`src/rtl/hive_pkg.sv`:
```
// Hive geometry, pixel format and damage-controller state encoding, shared by the
// hive drawing, collision and damage-control blocks.
package hive_pkg;

    localparam int HIVE_W     = 66;
    localparam int HIVE_H     = 39;
    localparam int ADDR_W     = 12;
    localparam int DATA_W     = 8;
    localparam int FIFO_DEPTH = 4;
    localparam int HIT_W      = 13;

    localparam logic [DATA_W-1:0] CLEAR_COLOR = 8'h00;

    typedef enum logic [1:0] {
        IDLE  = 2'd0,
        LOAD  = 2'd1,
        ERASE = 2'd2
    } dmg_state_e;

endpackage

```
`src/rtl/hit_fifo.sv`:
```
// Small synchronous FIFO holding pending collision hits as packed {x,y} words.
module hit_fifo #(
    parameter int WIDTH = hive_pkg::HIT_W,
    parameter int DEPTH = hive_pkg::FIFO_DEPTH
) (
    input  logic             clk_pix,
    input  logic             rst_n,
    input  logic             push,
    input  logic             pop,
    input  logic [WIDTH-1:0] din,
    output logic [WIDTH-1:0] dout,
    output logic             full,
    output logic             empty
);

    localparam int AW = $clog2(DEPTH);

    logic [WIDTH-1:0] mem [DEPTH];
    logic [AW:0]      wr_ptr;
    logic [AW:0]      rd_ptr;
    logic             do_push;
    logic             do_pop;

    // Pointers carry one extra wrap bit so full and empty can be told apart.
    assign empty   = (wr_ptr == rd_ptr);
    assign full    = (wr_ptr[AW] != rd_ptr[AW]) && (wr_ptr[AW-1:0] == rd_ptr[AW-1:0]);
    assign do_push = push && !full;
    assign do_pop  = pop && !empty;
    assign dout    = mem[rd_ptr[AW-1:0]];

    always_ff @(posedge clk_pix or negedge rst_n) begin
        if (!rst_n) begin
            wr_ptr <= '0;
            rd_ptr <= '0;
        end else begin
            if (do_push) wr_ptr <= wr_ptr + 1'b1;
            if (do_pop)  rd_ptr <= rd_ptr + 1'b1;
        end
    end

    always_ff @(posedge clk_pix) begin
        if (do_push) mem[wr_ptr[AW-1:0]] <= din;
    end

endmodule

```
`src/rtl/hive_damage_ctrl.sv`:
```
// Hive RAM port controller: display reads always win, queued collision hits are
// expanded into 2x2 CLEAR_COLOR erase bursts that use only idle RAM cycles.
module hive_damage_ctrl #(
    parameter int                HIVE_W      = hive_pkg::HIVE_W,
    parameter int                HIVE_H      = hive_pkg::HIVE_H,
    parameter int                ADDR_W      = hive_pkg::ADDR_W,
    parameter int                DATA_W      = hive_pkg::DATA_W,
    parameter int                FIFO_DEPTH  = hive_pkg::FIFO_DEPTH,
    parameter logic [DATA_W-1:0] CLEAR_COLOR = hive_pkg::CLEAR_COLOR
) (
    input  logic              clk_pix,
    input  logic              rst_n,
    input  logic              disp_req,
    input  logic [ADDR_W-1:0] disp_addr,
    output logic              disp_valid,
    output logic [DATA_W-1:0] disp_dout,
    input  logic              hit_valid,
    output logic              hit_ready,
    input  logic [6:0]        hit_x,
    input  logic [5:0]        hit_y,
    output logic              busy,
    output logic [ADDR_W-1:0] ram_addr,
    output logic [1:0]        ram_write,
    output logic [DATA_W-1:0] ram_data,
    input  logic [DATA_W-1:0] ram_dout
);

    import hive_pkg::*;

    localparam logic [7:0] HIVE_W_B = 8'(HIVE_W);
    localparam logic [6:0] HIVE_H_B = 7'(HIVE_H);

    dmg_state_e        state;
    dmg_state_e        state_next;
    logic [6:0]        cur_x;
    logic [6:0]        cur_x_next;
    logic [5:0]        cur_y;
    logic [5:0]        cur_y_next;
    logic [1:0]        sub;
    logic [1:0]        sub_next;
    logic              fifo_full;
    logic              fifo_empty;
    logic              fifo_push;
    logic              fifo_pop;
    logic [12:0]       fifo_head;
    logic              erase_wr;
    logic              erase_step;
    logic [7:0]        tgt_x;
    logic [6:0]        tgt_y;
    logic              tgt_in;
    logic [ADDR_W-1:0] tgt_addr;
    logic              disp_req_d;

    assign fifo_push = hit_valid && !fifo_full;
    assign hit_ready = !fifo_full;
    assign busy      = (state != IDLE) || !fifo_empty;
    assign disp_dout = ram_dout;

    hit_fifo #(
        .WIDTH (13),
        .DEPTH (FIFO_DEPTH)
    ) u_hit_fifo (
        .clk_pix (clk_pix),
        .rst_n   (rst_n),
        .push    (fifo_push),
        .pop     (fifo_pop),
        .din     ({hit_x, hit_y}),
        .dout    (fifo_head),
        .full    (fifo_full),
        .empty   (fifo_empty)
    );

    // Targets are widened by one bit so x+1 and y+1 past the hive edge compare correctly.
    assign tgt_x    = {1'b0, cur_x} + {7'b0, sub[0]};
    assign tgt_y    = {1'b0, cur_y} + {6'b0, sub[1]};
    assign tgt_in   = (tgt_x < HIVE_W_B) && (tgt_y < HIVE_H_B);
    assign tgt_addr = ADDR_W'({tgt_y, 6'b0}) + ADDR_W'({tgt_y, 1'b0}) + ADDR_W'(tgt_x);

    always_ff @(posedge clk_pix or negedge rst_n) begin
        if (!rst_n) begin
            state <= IDLE;
            cur_x <= '0;
            cur_y <= '0;
            sub   <= '0;
        end else begin
            state <= state_next;
            cur_x <= cur_x_next;
            cur_y <= cur_y_next;
            sub   <= sub_next;
        end
    end

    // Out-of-hive targets are skipped without waiting for a free RAM slot.
    always_comb begin
        state_next = state;
        cur_x_next = cur_x;
        cur_y_next = cur_y;
        sub_next   = sub;
        fifo_pop   = 1'b0;
        erase_wr   = 1'b0;
        erase_step = 1'b0;
        case (state)
            IDLE: begin
                if (!fifo_empty) begin
                    fifo_pop   = 1'b1;
                    cur_x_next = fifo_head[12:6];
                    cur_y_next = fifo_head[5:0];
                    state_next = LOAD;
                end
            end
            LOAD: begin
                sub_next = 2'd0;
                if (({1'b0, cur_x} >= HIVE_W_B) || ({1'b0, cur_y} >= HIVE_H_B)) begin
                    state_next = IDLE;
                end else begin
                    state_next = ERASE;
                end
            end
            ERASE: begin
                if (tgt_in) begin
                    erase_wr   = !disp_req;
                    erase_step = !disp_req;
                end else begin
                    erase_step = 1'b1;
                end
                if (erase_step) begin
                    sub_next = sub + 2'd1;
                    if (sub == 2'd3) state_next = IDLE;
                end
            end
            default: state_next = IDLE;
        endcase
    end

    always_ff @(posedge clk_pix or negedge rst_n) begin
        if (!rst_n) begin
            ram_addr  <= '0;
            ram_write <= 2'b00;
            ram_data  <= '0;
        end else if (disp_req) begin
            ram_addr  <= disp_addr;
            ram_write <= 2'b00;
        end else if (erase_wr) begin
            ram_addr  <= tgt_addr;
            ram_data  <= CLEAR_COLOR;
            ram_write <= 2'b01;
        end else begin
            ram_write <= 2'b00;
        end
    end

    // Two-stage delay matches the registered address plus the RAM's registered read.
    always_ff @(posedge clk_pix or negedge rst_n) begin
        if (!rst_n) begin
            disp_req_d <= 1'b0;
            disp_valid <= 1'b0;
        end else begin
            disp_req_d <= disp_req;
            disp_valid <= disp_req_d;
        end
    end

endmodule

```
`config.mk`:
```
export PLATFORM = sky130hd
export DESIGN_NAME = hive_damage_ctrl
export DESIGN_NICKNAME = d
export VERILOG_FILES = /design/src/rtl/hive_pkg.sv /design/src/rtl/hit_fifo.sv /design/src/rtl/hive_damage_ctrl.sv
export SDC_FILE = /design/constraint.sdc
export NUM_CORES = 1
export LEC_CHECK = 0
export ABC_CLOCK_PERIOD_IN_PS = 4820
export BUFFER_PORTS_ARGS = -buffer_cell sky130_fd_sc_hd__buf_4
export CAP_MARGIN = 5
export CORE_MARGIN = 2
export CORE_UTILIZATION = 35
export DETAILED_ROUTE_END_ITERATION = 7
export PLACE_DENSITY_LB_ADDON = 0.1
export SYNTH_ARGS = -nofsm -noshare
export SYNTH_HDL_FRONTEND = slang
export SYNTH_SLANG_ARGS = --single-unit
```
`constraint.sdc`:
```
create_clock -name clk_pix -period 4.82 [get_ports clk_pix]
set_clock_uncertainty 0.1 [all_clocks]
set_input_delay 0.482 -clock clk_pix [delete_from_list [all_inputs] [get_ports clk_pix]]
set_output_delay 0.482 -clock clk_pix [all_outputs]
set_load 0.02 [all_outputs]
```
==> qor.yml <==
outcome: "finished, violations left"
violations: "hold timing"
timing_worst_setup_path_type: "reg -> reg"
yosys-top-cells-area: "edfxtp_1 (34%), dfrtp_1 (21%), mux4_2 (6.4%), ha_1 (6.3%), mux2_2 (4.0%)"
ctsHtreeMaxLevel: 3
max_freq_mhz: 281
grt_busiest_layer: "met2"
worst_slack_ps: 1260
place_area_um2: 4930
ys_seq_area_share_pct: 55.1
cap_violations: 0
ir_drop_v: 0.000357
ant_nets: 0
drt_iter0_drc: 95
use_met2_pct: 21.4
fp.dieW_um: 118
grt_pass1_vias: 2648
cts_setup_buffers: 0
cp-start-kind: "flop"
multiInputGateArea_um2: 1840
slew-limit-headroom_pct: 44.5
synthCells: 326
cts_max_path_buffers: 2
antennaDiodeCount: 0
critPathMaxFanout: 6
slowest_delay_ps: 550
avgRoutedWirePerCell_um: 15.2
ys_warn_count: 0
n_fill_cell: 1206
power.total_mw: 3.60
final_common_cell: "edfxtp_1"
ctsResizeCount: 0
arrival_ps: 3690
hold_violations: 11
r2r-end: "ram_addr[11]"
period_needed_ps: 3560
finalMaxSlewViolations: 0
tightest_slew_ps: 832
synth_edf_count: 52
ff2ff_path_depth: 11
gr-usage-met3_pct: 4.30
vias_per_cell: 4.73
p_per_area_nw_per_um2: 692
grt_pass1_wl_um: 13600
cts_buffers: 9
clock_latency_ps: 340
area_growth_pct: 14.2
yosysTopAreaCell: "edfxtp_1"
synth_cell_type_count: 54
seq_area_um2: 2510
reg2reg_setup_slack_ps: 1260
dieArea_um2: 14000
nNetsFinal: 423
antenna_found_initial: 0
cp_slowest_cell: "fa_1"
timing.rr.start: "sub[0]"
p_leak_nw: 2.12
min_period_over_period_pct: 73.8
synth_ff_type: "edfxtp_1"
drc: 0
worstSetupEndpointType: "flop"
crit_end: "ram_addr[11]"
start_util_pct: 36.0
die_y_um: 118
fin_setup_tns_ps: 0
final_cell_mix: "edfxtp_1 (52), buf_4 (45), dfrtp_1 (38)"
finish.instance_area_um2: 5210
grt_max_degree: 39
dr_total_vias: 2546
synth-seq-cells: 90
place_congestion: 0.771
rsz0062_at_grt: "false"
clk_pin_slew_ps: 60
synth_top_cell_area_share_pct: 34.2
hold_path.class: "in -> async"
crit_start: "sub[0]"
pre_cts_ws_ps: 1240
gr-usage-met1_pct: 15.2
cts_tree: "built"
routed_wl_um: 8170
cts_sinks: 90
core_area_um2: 12700
cts_hold_buf: 0
overflow: 0
ys_async_sr_fraction_pct: 42.2
hold-worst-slack_ps: -6.39
dp_hpwl_um: 5740
final_util_pct: 41.1
avgSynthCellArea_um2: 14.0
cts_root_buffer: "clkbuf_16"
num_rows: 41
first_pass_iters: 4
syn_area_um2: 4560
layout-drive-gt1-share_pct: 27.3
portBuffers: 44
grtUsageTotal_pct: 12.8
crit_chain: "ha_1 -> nand3_2 -> or4_4 -> fa_1 -> inv_1 -> ha_1 -> or3_1 -> o2111ai_1 -> xor2_1 -> mux2_2 -> mux2_2"
cp.required_ps: 4950
setup_viol: 0
ioPinCount: 70
-- worst max-delay path: cells and delay by family, from the launching register on --
kind | cells | cell delay, ps
adder cells (fa/ha/maj) | 3 | 1030
multiplexers | 2 | 510
AND/OR/NAND/NOR | 3 | 1010
AO/OA/AOI/OAI | 1 | 240
flip-flops | 1 | 420
buffers and inverters | 1 | 40
XOR/XNOR | 1 | 90
-- cell families (layout without fill, tap and decap cells) --
logic type	count (synthesis)	in the layout	share of synthesized area, %
flip-flops	90	90	55.1
other	1	9	0.0822
AO/OA/AOI/OAI	42	42	6.47
multiplexers	37	37	12.1
adder cells (fa/ha/maj)	25	25	7.19
AND/OR/NAND/NOR	66	66	8.01
XOR/XNOR	28	28	5.79
buffers and inverters	37	69	5.24
-- state kept, by name, summed over array words and instances, names as in the netlist --
signal             flops
ram_addr              12
state                  2
u_hit_fifo.mem        52
disp_valid             1
disp_req_d             1
ram_write              1
sub                    2
u_hit_fifo.rd_ptr      3
cur_x                  7
cur_y                  6
u_hit_fifo.wr_ptr      3
-- report_power, final --
group,leakage (nW),total [mW],internal [mW],switching (mW)
sequential,0.933,1.26,1.06,0.197
combinational,1.05,1.70,0.821,0.883
clock,0.130,0.643,0.350,0.292
total,2.12,3.60,2.23,1.37
-- metal layers --
metal  vias up  part of all wire, %  wire, um
met5         -                    0         0
li1       1246                    -         -
met2        55                   49      4020
met1      1235                   45      3650
met4         0                  1.6       129
met3        10                  4.6       374
-- through the flow --
stage               hold WS (ps)  cells
floorplan                   86.4    334
global placement             232    522
detailed placement           235    522
CTS                         13.1    538
global route                29.5    538
finish                     -6.39    538
-- how the worst min path moves through the flow --
stage / startpoint / endpoint / slack [ps]
2_1_floorplan: rst_n / cur_x[0] / 90
3_3_place_gp: disp_req_d / disp_valid / 230
3_5_place_dp: disp_req_d / disp_valid / 230
4_1_cts: rst_n / ram_write[0] / 10
5_1_grt: rst_n / ram_addr[5] / 30
6_report: rst_n / ram_write[0] / -6
-- synth_stat cells (2+ instances only) --
cell,number
o21bai_1,2
buf_4,19
inv_1,8
o21ai_1,6
mux2_2,16
xor2_1,10
buf_6,2
clkbuf_1,2
nor3_1,3
nand3b_1,3
nor2_1,11
mux4_2,13
xnor2_1,17
dfrtp_1,38
nand3_2,2
mux2i_1,8
and2_1,2
nand3_1,4
o211ai_1,4
buf_2,3
o21ai_0,10
dlygate4sd1_1,2
ha_1,23
and3_1,6
o211a_1,2
nand2_1,21
a21oi_1,5
nand2b_1,3
a211oi_1,3
nor2b_1,2
fa_1,2
edfxtp_1,52
-- layout make-up --
type,instances,share of cell area [%]
tap,172,4.13
multi-input combinational,207,35.3
inverter,8,0.577
clock buffer,10,4.40
sequential,90,48.3
clock inverter,6,0.817
timing repair buffer,45,6.49
No activity file was read; power rests on OpenSTA's default activity.
